[config.mk]
export PLATFORM = sky130hd
export DESIGN_NAME = hex_segment_capture
export DESIGN_NICKNAME = d
export VERILOG_FILES = /design/src/rtl/hex_segment_capture.sv
export SDC_FILE = /design/constraint.sdc
export NUM_CORES = 1
export LEC_CHECK = 0
export CORE_MARGIN = 2
export CORE_UTILIZATION = 40
export CTS_CLUSTER_SIZE = 20
export DETAILED_ROUTE_END_ITERATION = 6
export GPL_TIMING_DRIVEN = 1
export PLACE_DENSITY = 0.67
export REMOVE_ABC_BUFFERS = 1
export SYNTH_ARGS = -nofsm -noshare
export SYNTH_HDL_FRONTEND = slang
export SYNTH_SLANG_ARGS = --single-unit
[constraint.sdc]
create_clock -name clock -period 3.5 [get_ports clock]
set_clock_uncertainty 0.2 [all_clocks]
set_input_delay 0.35 -clock clock [delete_from_list [all_inputs] [get_ports clock]]
set_output_delay 0.35 -clock clock [all_outputs]
set_load 0.05 [all_outputs]
[src/rtl/hex_segment_capture.sv]
// -----------------------------------------------------------------------------
// hex_segment_capture
//
// Reads back a scanned, multiplexed, active-low 7-segment bus and recovers
// the hex digits it shows. This is the reverse of the hex-to-7-segment
// display path. Self-check logic and board loopback use it.
//
// Pipeline:
//   1. A sample register captures HEX and digit_sel.
//   2. A stability filter waits for STABLE_CYCLES identical samples on an
//      exactly one-hot digit_sel.
//   3. A glyph decoder maps the active-high pattern to a nibble and a bad flag.
//   4. A frame FSM (IDLE -> SCAN -> DONE) keeps the first stable glyph of each
//      digit and packs the results into one value.
//
// Ports:
//   clock        in   1             single clock, rising edge
//   reset        in   1             asynchronous, active-high
//   HEX          in   7             active-low segments, HEX[0]=a .. HEX[6]=g
//   digit_sel    in   NUM_DIGITS    one-hot strobe for the digit on HEX
//   start        in   1             one-cycle pulse that begins a frame
//   value        out  4*NUM_DIGITS  digit i at value[4i+3:4i]
//   bad_digit    out  NUM_DIGITS    digit i was not a legal hex glyph
//   busy         out  1             high while scanning
//   done         out  1             one-cycle pulse on frame completion
//   timeout      out  1             one-cycle pulse on frame abort
//   blank_digit  out  NUM_DIGITS    digit i showed all segments off
//                                   (present only with HEX_SEGMENT_BLANK_EN)
//
// Build option:
//   HEX_SEGMENT_BLANK_EN  When defined, the all-off pattern is a legal
//                         "blank" glyph (nibble 0, not bad) and the
//                         blank_digit output is added. When undefined,
//                         all-off is an illegal glyph.
// -----------------------------------------------------------------------------
module hex_segment_capture #(
    parameter int NUM_DIGITS     = 4,
    parameter int STABLE_CYCLES  = 3,
    parameter int TIMEOUT_CYCLES = 1024
) (
    input  logic                    clock,
    input  logic                    reset,
    input  logic [6:0]              HEX,
    input  logic [NUM_DIGITS-1:0]   digit_sel,
    input  logic                    start,
    output logic [4*NUM_DIGITS-1:0] value,
    output logic [NUM_DIGITS-1:0]   bad_digit,
    output logic                    busy,
    output logic                    done,
    output logic                    timeout
`ifdef HEX_SEGMENT_BLANK_EN
    ,
    output logic [NUM_DIGITS-1:0]   blank_digit
`endif
);

    // The stability counter saturates at STABLE_CYCLES, so it needs room for
    // that value. The timeout counter only has to reach TIMEOUT_CYCLES-1.
    localparam int STAB_W = $clog2(STABLE_CYCLES + 1);
    localparam int TMO_W  = (TIMEOUT_CYCLES > 1) ? $clog2(TIMEOUT_CYCLES) : 1;

    localparam logic [STAB_W-1:0]     STAB_MAX = STAB_W'(STABLE_CYCLES);
    localparam logic [STAB_W-1:0]     STAB_ONE = STAB_W'(1);
    localparam logic [TMO_W-1:0]      TMO_LAST = TMO_W'(TIMEOUT_CYCLES - 1);
    localparam logic [TMO_W-1:0]      TMO_ONE  = TMO_W'(1);
    localparam logic [NUM_DIGITS-1:0] SEL_ONE  = NUM_DIGITS'(1);

    typedef enum logic [1:0] {
        IDLE = 2'd0,
        SCAN = 2'd1,
        DONE = 2'd2
    } state_t;

    // Returns {bad, nibble} for an active-low segment pattern.
    function automatic logic [4:0] decode_glyph(input logic [6:0] hex_n);
        logic [4:0] r;
        r = 5'b1_0000;
        case (~hex_n)
            7'h3F: r = 5'h00;
            7'h06: r = 5'h01;
            7'h5B: r = 5'h02;
            7'h4F: r = 5'h03;
            7'h66: r = 5'h04;
            7'h6D: r = 5'h05;
            7'h7D: r = 5'h06;
            7'h07: r = 5'h07;
            7'h7F: r = 5'h08;
            7'h6F: r = 5'h09;
            7'h77: r = 5'h0A;
            7'h7C: r = 5'h0B;
            7'h39: r = 5'h0C;
            7'h5E: r = 5'h0D;
            7'h79: r = 5'h0E;
            7'h71: r = 5'h0F;
`ifdef HEX_SEGMENT_BLANK_EN
            7'h00: r = 5'h00;
`endif
            default: r = 5'b1_0000;
        endcase
        return r;
    endfunction

    // ------------------------------------------------------------------------
    // Sample stage and stability filter
    // ------------------------------------------------------------------------
    logic [6:0]            smp_hex;
    logic [NUM_DIGITS-1:0] smp_sel;
    logic [6:0]            prv_hex;
    logic [NUM_DIGITS-1:0] prv_sel;
    logic [STAB_W-1:0]     stab_cnt;   // run length of the previous sample
    logic [STAB_W-1:0]     run_len;    // run length of the current sample
    logic                  sel_onehot;
    logic                  accept;

    // NOTE: sequential state uses non-blocking assignments, so every register
    // in this block updates from the values held before the edge. That is
    // what lets prv_* pick up the old smp_* in the same cycle.
    always_ff @(posedge clock or posedge reset) begin
        if (reset) begin
            smp_hex  <= '0;
            smp_sel  <= '0;
            prv_hex  <= '0;
            prv_sel  <= '0;
            stab_cnt <= '0;
        end else begin
            smp_hex  <= HEX;
            smp_sel  <= digit_sel;
            prv_hex  <= smp_hex;
            prv_sel  <= smp_sel;
            stab_cnt <= run_len;
        end
    end

    // NOTE: every always_comb output gets a default before any branch. No
    // path then leaves a signal unassigned, so no latch is inferred.
    always_comb begin
        run_len = STAB_ONE;
        if ((smp_hex == prv_hex) && (smp_sel == prv_sel)) begin
            if (stab_cnt >= STAB_MAX) begin
                run_len = STAB_MAX;
            end else begin
                run_len = stab_cnt + STAB_ONE;
            end
        end
    end

    // Zero-hot and multi-hot strobes never qualify a digit.
    assign sel_onehot = (smp_sel != '0) && ((smp_sel & (smp_sel - SEL_ONE)) == '0);

    // The acceptance level is held for as long as the digit stays steady.
    // A digit that was already stable when start arrived is therefore still
    // picked up.
    assign accept = (run_len == STAB_MAX) && sel_onehot;

    logic [4:0] glyph;
    logic [3:0] glyph_nib;
    logic       glyph_bad;

    assign glyph     = decode_glyph(smp_hex);
    assign glyph_nib = glyph[3:0];
    assign glyph_bad = glyph[4];

`ifdef HEX_SEGMENT_BLANK_EN
    logic glyph_blank;
    assign glyph_blank = (smp_hex == 7'h7F);
`endif

    // ------------------------------------------------------------------------
    // Frame FSM
    // ------------------------------------------------------------------------
    state_t                state;
    state_t                state_nxt;
    logic [NUM_DIGITS-1:0] seen;
    logic [TMO_W-1:0]      tmo_cnt;
    logic                  clr_frame;
    logic                  tmo_hit;
    logic [NUM_DIGITS-1:0] wr_en;

    always_ff @(posedge clock or posedge reset) begin
        if (reset) begin
            state <= IDLE;
        end else begin
            state <= state_nxt;
        end
    end

    always_comb begin
        state_nxt = state;
        busy      = 1'b0;
        done      = 1'b0;
        clr_frame = 1'b0;
        tmo_hit   = 1'b0;
        case (state)
            IDLE: begin
                if (start) begin
                    state_nxt = SCAN;
                    clr_frame = 1'b1;
                end
            end
            SCAN: begin
                busy = 1'b1;
                // A frame that fills on the last allowed cycle completes.
                // It does not abort.
                if (&seen) begin
                    state_nxt = DONE;
                end else if (tmo_cnt == TMO_LAST) begin
                    state_nxt = IDLE;
                    tmo_hit   = 1'b1;
                end
            end
            DONE: begin
                done      = 1'b1;
                state_nxt = IDLE;
            end
            default: begin
                state_nxt = IDLE;
            end
        endcase
    end

    // First stable glyph wins: digits already seen in this frame are masked.
    assign wr_en = (busy && accept) ? (smp_sel & ~seen) : '0;

    // ------------------------------------------------------------------------
    // Frame datapath
    // ------------------------------------------------------------------------
    always_ff @(posedge clock or posedge reset) begin
        if (reset) begin
            seen        <= '0;
            tmo_cnt     <= '0;
            value       <= '0;
            bad_digit   <= '0;
            timeout     <= 1'b0;
`ifdef HEX_SEGMENT_BLANK_EN
            blank_digit <= '0;
`endif
        end else begin
            timeout <= tmo_hit;

            if (clr_frame) begin
                seen    <= '0;
                tmo_cnt <= '0;
            end else if (busy) begin
                seen <= seen | wr_en;
                if (!tmo_hit) begin
                    tmo_cnt <= tmo_cnt + TMO_ONE;
                end
            end

            // value and bad_digit persist across frames. Only digits
            // accepted in the current frame are overwritten.
            for (int i = 0; i < NUM_DIGITS; i++) begin
                if (wr_en[i]) begin
                    value[4*i +: 4] <= glyph_nib;
                    bad_digit[i]    <= glyph_bad;
`ifdef HEX_SEGMENT_BLANK_EN
                    blank_digit[i]  <= glyph_blank;
`endif
                end
            end
        end
    end

endmodule

==> impl_results.md, run 1 <==
* Vias per inst at between 5 and 6
* Rel. slew slack at 50.1%
* Status: finished clean
* RR Endpoint: value[0]$_DFFE_PP0P_
* Register-to-Register Path Depth at 4
* Setup Viol. Count Final at 0
* CTS max path bufs at 2
* Peak fanout along the critical path at 7
* Post-synth EDFFs at 0
* Clock Pin Slew Worst Setup and Hold Paths at about 0.070 ns
* Worst skew pair latency at 0.33 ns
* Drt total wl at 5300 um
* Layout cells sized above 1 at 16.3%
* Syn Inst Count at 230
* Routed len/inst at 15.0 um
* TritonCTS Buffers at 9
* Hold Buf Count CTS at 0
* Area growth syn-to-layout at 24.7%
* Vias in the first global route at around 1900
* IO Count at 37
* Grt total ovfl at 0
* Final WS setup at 1.05 ns
* Initial Util at 41.9%
* Max-Cap Viols at 0
* Final-layout setup total negative slack at 0 ns
* Crit path from: smp_sel[0]$_DFF_PP0_
* First-pass GRT wire length at 9020 um
* Worst Setup EP: value[0]$_DFFE_PP0P_
* Largest net degree at the start of global routing at between 60 and 70
* Clk sinks at 61
* CTS tree: yes
* Die H at 86.2 um
* VDD IR max at 0.231 mV
* Post-synthesis sequential area ratio at 56.4%
* WS Path Type: reg2reg
* Antenna Cells at 0
* Cell area after layout at approximately 3400 um^2
* Clock H-tree levels at 3
* CP required at 3.51 ns
* Unrepaired setup endpoints after global routing: no
* Nets@finish at 286
* Post-route ant nets at 0
* Post-CTS resize count at 0
* Min Tclk post-route at 2.45 ns
* LEAKAGE at between 0.001 and 0.0015 uW
* Post-DP HPWL at approximately 3600 um
* Post-CTS Setup Bufs at 0
* Pre-CTS WS at 1.01 ns
* Synth Area per Inst at 11.8 um^2
* GP Congestion at 0.860
* Synth unique cells at 45
* Fmax at 408 MHz
* Most frequent cells in the layout: 61 x dfrtp_1, 36 x clkdlybuf4s50_1, 20 x mux2_2
* Root buf cell: clkbuf_8
* Flop2flop setup slack at between 1 and 1.5 ns
* Placed Area at between 3000 and 4000 um^2
* Worst Setup End Kind: register
* Synth Register Bits at a little over 60
* Worst hold start: smp_sel[2]$_DFF_PP0_
* Die area at 7440 um^2
* Total core area at between 6000 and 7000 um^2
* Synth warnings at 0
* Vias at 1888
* Die width at 86.2 um
* Drc violations at 0
* Fin. Hold Viols at 0
* Most common cell after layout, fill and taps aside: dfrtp_1
* Ys flop type: dfrtp_1
* Port Buffers at 36
* Initial antenna violation count at 0
* Share of the cycle needed by the critical path after routing at 70.1%
* Worst EP arrival at 2.46 ns
* Post-synth ARST share at between 90% and 100%
* Power density cells at 505 nW/um^2
* Worst Setup Start Kind: register
* Slew @ Worst Pin at 0.748 ns
* Starting DRT DRC Count at 96
* Slew Limit Fails at 0
* GRT Overall Usage at 15.8%
* Worst hold path class: reg2reg
* R2R Path Start: smp_sel[0]$_DFF_PP0_
* # rows at 29
* Pre-antenna DRT Iters at 4
* Cell Area, Synth at 2710 um^2
==> critical path: stages (launching register included) <==
cell	delay, ns
dfrtp_1	0.47
or4_4	0.57
a2111oi_4	0.52
nand3b_2	0.26
mux2_2	0.32
==> cells in the mapped netlist (4+ instances only) <==
| cell type | count | area [um^2] |
|---|---|---|
| nor2_1 | 17 | 63.8 |
| a21oi_1 | 6 | 30.0 |
| mux2_2 | 20 | 225 |
| o21ai_0 | 11 | 55.1 |
| nand4_1 | 5 | 31.3 |
| inv_1 | 8 | 30.0 |
| xnor2_1 | 11 | 96.3 |
| xor2_1 | 9 | 78.8 |
| clkbuf_1 | 9 | 33.8 |
| nand2_1 | 12 | 45.0 |
| dfrtp_1 | 61 | 1530 |
| nand3_1 | 4 | 20.0 |
==> flip-flops by register name, indices dropped and copies added, names as in the netlist <==
| register | flops |
|---|---|
| stab_cnt | 2 |
| tmo_cnt | 10 |
| prv_sel | 4 |
| smp_hex | 7 |
| prv_hex | 7 |
| value | 16 |
| seen | 4 |
| state | 2 |
| timeout | 1 |
| smp_sel | 4 |
| bad_digit | 4 |
==> layout make-up <==
class | instances | area [um^2]
clock buffers | 10 | 138
clock inverters | 6 | 86.3
fillers | 580 | 3080
inverters | 8 | 30.0
multi-input cells | 152 | 1110
flip-flops and latches | 61 | 1530
well taps | 77 | 96.3
repair buffers | 39 | 383
==> per-layer routing <==
metal / vias up / track usage (%) / share of wire [%]
met2: 44 / 22.6 / 47
met4: 0 / 8.52 / 1.6
li1: 911 / - / -
met3: 8 / 4.19 / 4.8
met5: - / 0 / 0
met1: 925 / 22.1 / 47
==> logic make-up after synthesis <==
logic type | count (synthesis) | synth area share [%]
simple gates | 68 | 14.2
flops | 61 | 56.4
compound gates | 41 | 11.0
mux | 22 | 9.07
xor+xnor | 20 | 6.48
buf+inv | 17 | 2.36
fa+ha+maj | 1 | 0.462
==> power breakdown <==
group          internal [uW]  switching, uW
combinational           88.5            107
clock                    419            266
sequential               762           62.5
==> how the worst min path moves through the flow <==
stage / endpoint / slack (ns) / cells after the start
after global placement: prv_sel[2]$_DFF_PP0_ / 0.24 / 0
after floorplan: smp_hex[0]$_DFF_PP0_ / 0.18 / 0
after CTS: smp_hex[1]$_DFF_PP0_ / 0.24 / 1
after detailed placement: prv_sel[2]$_DFF_PP0_ / 0.24 / 0
final: prv_sel[2]$_DFF_PP0_ / 0.24 / 0
after global routing: smp_hex[0]$_DFF_PP0_ / 0.23 / 1
==> metrics by stage <==
stage | hold WS [ns] | utilization [%] | std cells | power [uW]
after detailed placement | 0.242 | 48.8 | 337 | 1030
after global routing | 0.226 | 52.2 | 353 | 1800
after floorplan | 0.181 | - | 221 | 965
after global placement | 0.242 | 48.8 | 337 | 1030
final | 0.242 | 52.2 | 353 | 1700
after CTS | 0.238 | 52.2 | 353 | 1730
Note: power is estimated with default switching activity, not from simulation.
==> run 2: changes to the inputs <==
==> constraint.sdc (replaced) <==
create_clock -name clock -period 2.6 [get_ports clock]
set_clock_uncertainty 0.2 [all_clocks]
set_input_delay 0.26 -clock clock [delete_from_list [all_inputs] [get_ports clock]]
set_output_delay 0.26 -clock clock [all_outputs]
set_load 0.05 [all_outputs]
==> run 2 against run 1 <==
Cell area grew 2.4%; critical endpoint is now value[15]$_DFFE_PP0P_; highest routed layer unchanged; combinational power grew 45%; core utilization grew 1.3 points; clock-buffer cell count grew 2; power grew 39%; hold slack lost 0.19 ns; fmax grew 2.6%; sequential share of layout area shrank 1.1 points; cell count grew 2.0%; largest cell class unchanged.
==> impl_results.md, run 2 (synthesis results as in run 1) <==
* Clock H-tree levels at 3 (unchanged)
* Worst skew pair latency at 0.34 ns (about the same)
* WP buf/inv at 0 (unchanged)
* Worst Setup End Kind: register
* Port Buffers at 36 (unchanged)
* Drc violations at 0 (unchanged)
* Hold Buf Count CTS at 0 (unchanged)
* Vias at 1892 (+0.21%)
* Die area at 7440 um^2 (unchanged)
* Die width at 86.2 um (unchanged)
* Finished Layout Cells at 360 (+2.0%)
* Final-layout setup total negative slack at 0 ns (unchanged)
* Register-to-Register Path Depth at 4 (unchanged)
* Largest regs: value (16), tmo_cnt (10)
* Nets@finish at 294 (+2.8%)
* GP Congestion at 0.777 (-9.6%)
* Setup Viol. Count Final at 0 (unchanged)
* Share of the cycle needed by the critical path after routing at 91.9% (+22 points)
* Worst EP arrival at 2.42 ns (-0.04 ns)
* Unrepaired setup endpoints after global routing: no
* Most frequent cells in the layout: 61 x dfrtp_1, 36 x clkdlybuf4s50_1, 20 x mux2_2
* CP required at 2.63 ns (-0.88 ns)
* Pre-antenna DRT Iters at 4 (unchanged)
* Worst Setup Start Kind: register
* Register Area at 1530 um^2 (unchanged)
* DP Cell Count at 345 (+2.4%)
* Die H at 86.2 um (unchanged)
* TritonCTS Buffers at 9 (unchanged)
* Final WS setup at 0.210 ns (-0.837 ns)
* Post-CTS resize count at 0 (unchanged)
* First-pass GRT wire length at 9260 um (+2.7%)
* VDD IR max at 0.258 mV (+12%)
* CTS max path bufs at 2 (unchanged)
* Slowest stage delay, CP at 0.53 ns (-0.04 ns)
* Fin. Hold Viols at 0 (unchanged)
* Clock Pin Slew Worst Setup and Hold Paths at 0.07 ns (about the same)
* Antenna Cells at 0 (unchanged)
* Total core area at 6460 um^2 (unchanged)
* Layout cells sized above 1 at 18.4% (+2.1 points)
* CP Cell Sequence: or4_4, a2111oi_4, nand3b_2, mux2_2
* Grt total ovfl at 0 (unchanged)
* Post-CTS Setup Bufs at 0 (unchanged)
* Post-route ant nets at 0 (unchanged)
* IO Count at 37 (unchanged)
* Post-layout util at 53.5% (+1.3 points)
* WS Path Type: reg2reg
* GRT Overall Usage at 16.5% (+0.62 points)
* Max-Cap Viols at 0 (unchanged)
* Biggest register: value
* Vias per inst at 5.26 (-1.7%)
* Vias in the first global route at 1866 (+0.21%)
* Peak fanout along the critical path at 7 (unchanged)
* # rows at 29 (unchanged)
* Worst hold path class: in2async
* Top cell family by delay on the critical path: simple AND/OR/NAND/NOR gates
* Slowest CP cell: or4_4
* Initial Util at 41.9% (unchanged)
* Power density cells at 684 nW/um^2 (+35%)
* Status: finished clean
* WHS at 0.0552 ns (-0.187 ns)
* Fmax at 418 MHz (+2.6%)
* Clk sinks at 61 (unchanged)
* Max FFs per register at 16 (unchanged)
* Min Tclk post-route at 2.39 ns (-0.0631 ns)
* Area of the multi-input gates at 1110 um^2 (unchanged)
* Starting DRT DRC Count at 111 (+16%)
* LEAKAGE at 0.00151 uW (+3.1%)
* Pre-CTS WS at 0.194 ns (-0.820 ns)
* Drt total wl at 5500 um (+3.7%)
* Routed len/inst at 15.3 um (+1.7%)
* Number of cells on the critical path at 4 (unchanged)
* Root buf cell: clkbuf_8
* Slew Limit Fails at 0 (unchanged)
* Slew @ Worst Pin at 0.510 ns (-0.238 ns)
* Rel. slew slack at 65.6% (+16 points)
* Most common cell after layout, fill and taps aside: dfrtp_1
* Area growth syn-to-layout at 27.8%
* Initial antenna violation count at 0 (unchanged)
* FILL cells at 585 (+0.86%)
* Largest net degree at the start of global routing at 42 (-32%)
* Post-DP HPWL at 3840 um (+6.6%)
* CTS tree: yes
-- run 2: cell count changes in the layout (fill, tap and decap cells not counted), sizes merged --
cell,before,now
clkinv,3,0
buf,3,11
clkbuf,10,12
-- run 2: layout make-up --
class / count / area share (%)
flip-flops and latches: 61 / 44.2
clock inverters: 3 / 1.96
multi-input cells: 152 / 32.3
clock buffers: 12 / 4.78
inverters: 8 / 0.869
repair buffers: 47 / 13.2
well taps: 77 / 2.79
-- run 2: worst register-to-register path, stage by stage (launching register included) --
cell,delay (ns)
dfrtp_1,0.47
or4_4,0.54
a2111oi_4,0.51
nand3b_2,0.24
mux2_2,0.32
-- run 2: power by group --
group          internal (uW)  total [uW]  switching [uW]
registers               1030        1100            77.4
logic                    128         283             155
clock network            613         976             363
-- run 2: final timing paths --
check                                startpoint                endpoint  slack [ns]
max                        smp_sel[1]$_DFF_PP0_   value[15]$_DFFE_PP0P_        0.21
min                                       reset  tmo_cnt[8]$_DFFE_PP0P_        0.06
max reg2reg                smp_sel[1]$_DFF_PP0_   value[15]$_DFFE_PP0P_        0.21
min reg2reg                smp_sel[2]$_DFF_PP0_    prv_sel[2]$_DFF_PP0_        0.22
max in group asynchronous                 reset    smp_sel[2]$_DFF_PP0_        1.55
min in group clock                       HEX[1]    smp_hex[1]$_DFF_PP0_        0.15
-- run 2: routing by layer --
metal  global-route usage, %  vias up  part of all wire [%]
met1                    23.7      915                    50
met5                       0        -                     0
met4                    6.39        0                   1.6
li1                        -      918                     -
met2                    22.8       51                    43
met3                    5.81        8                   5.3
-- run 2: per-stage QoR --
step | power, uW | area (um^2)
floorplan | 1300 | 2670
global placement | 1390 | 3220
detailed placement | 1400 | 3220
CTS | 2370 | 3460
global route | 2480 | 3460
finish | 2360 | 3460
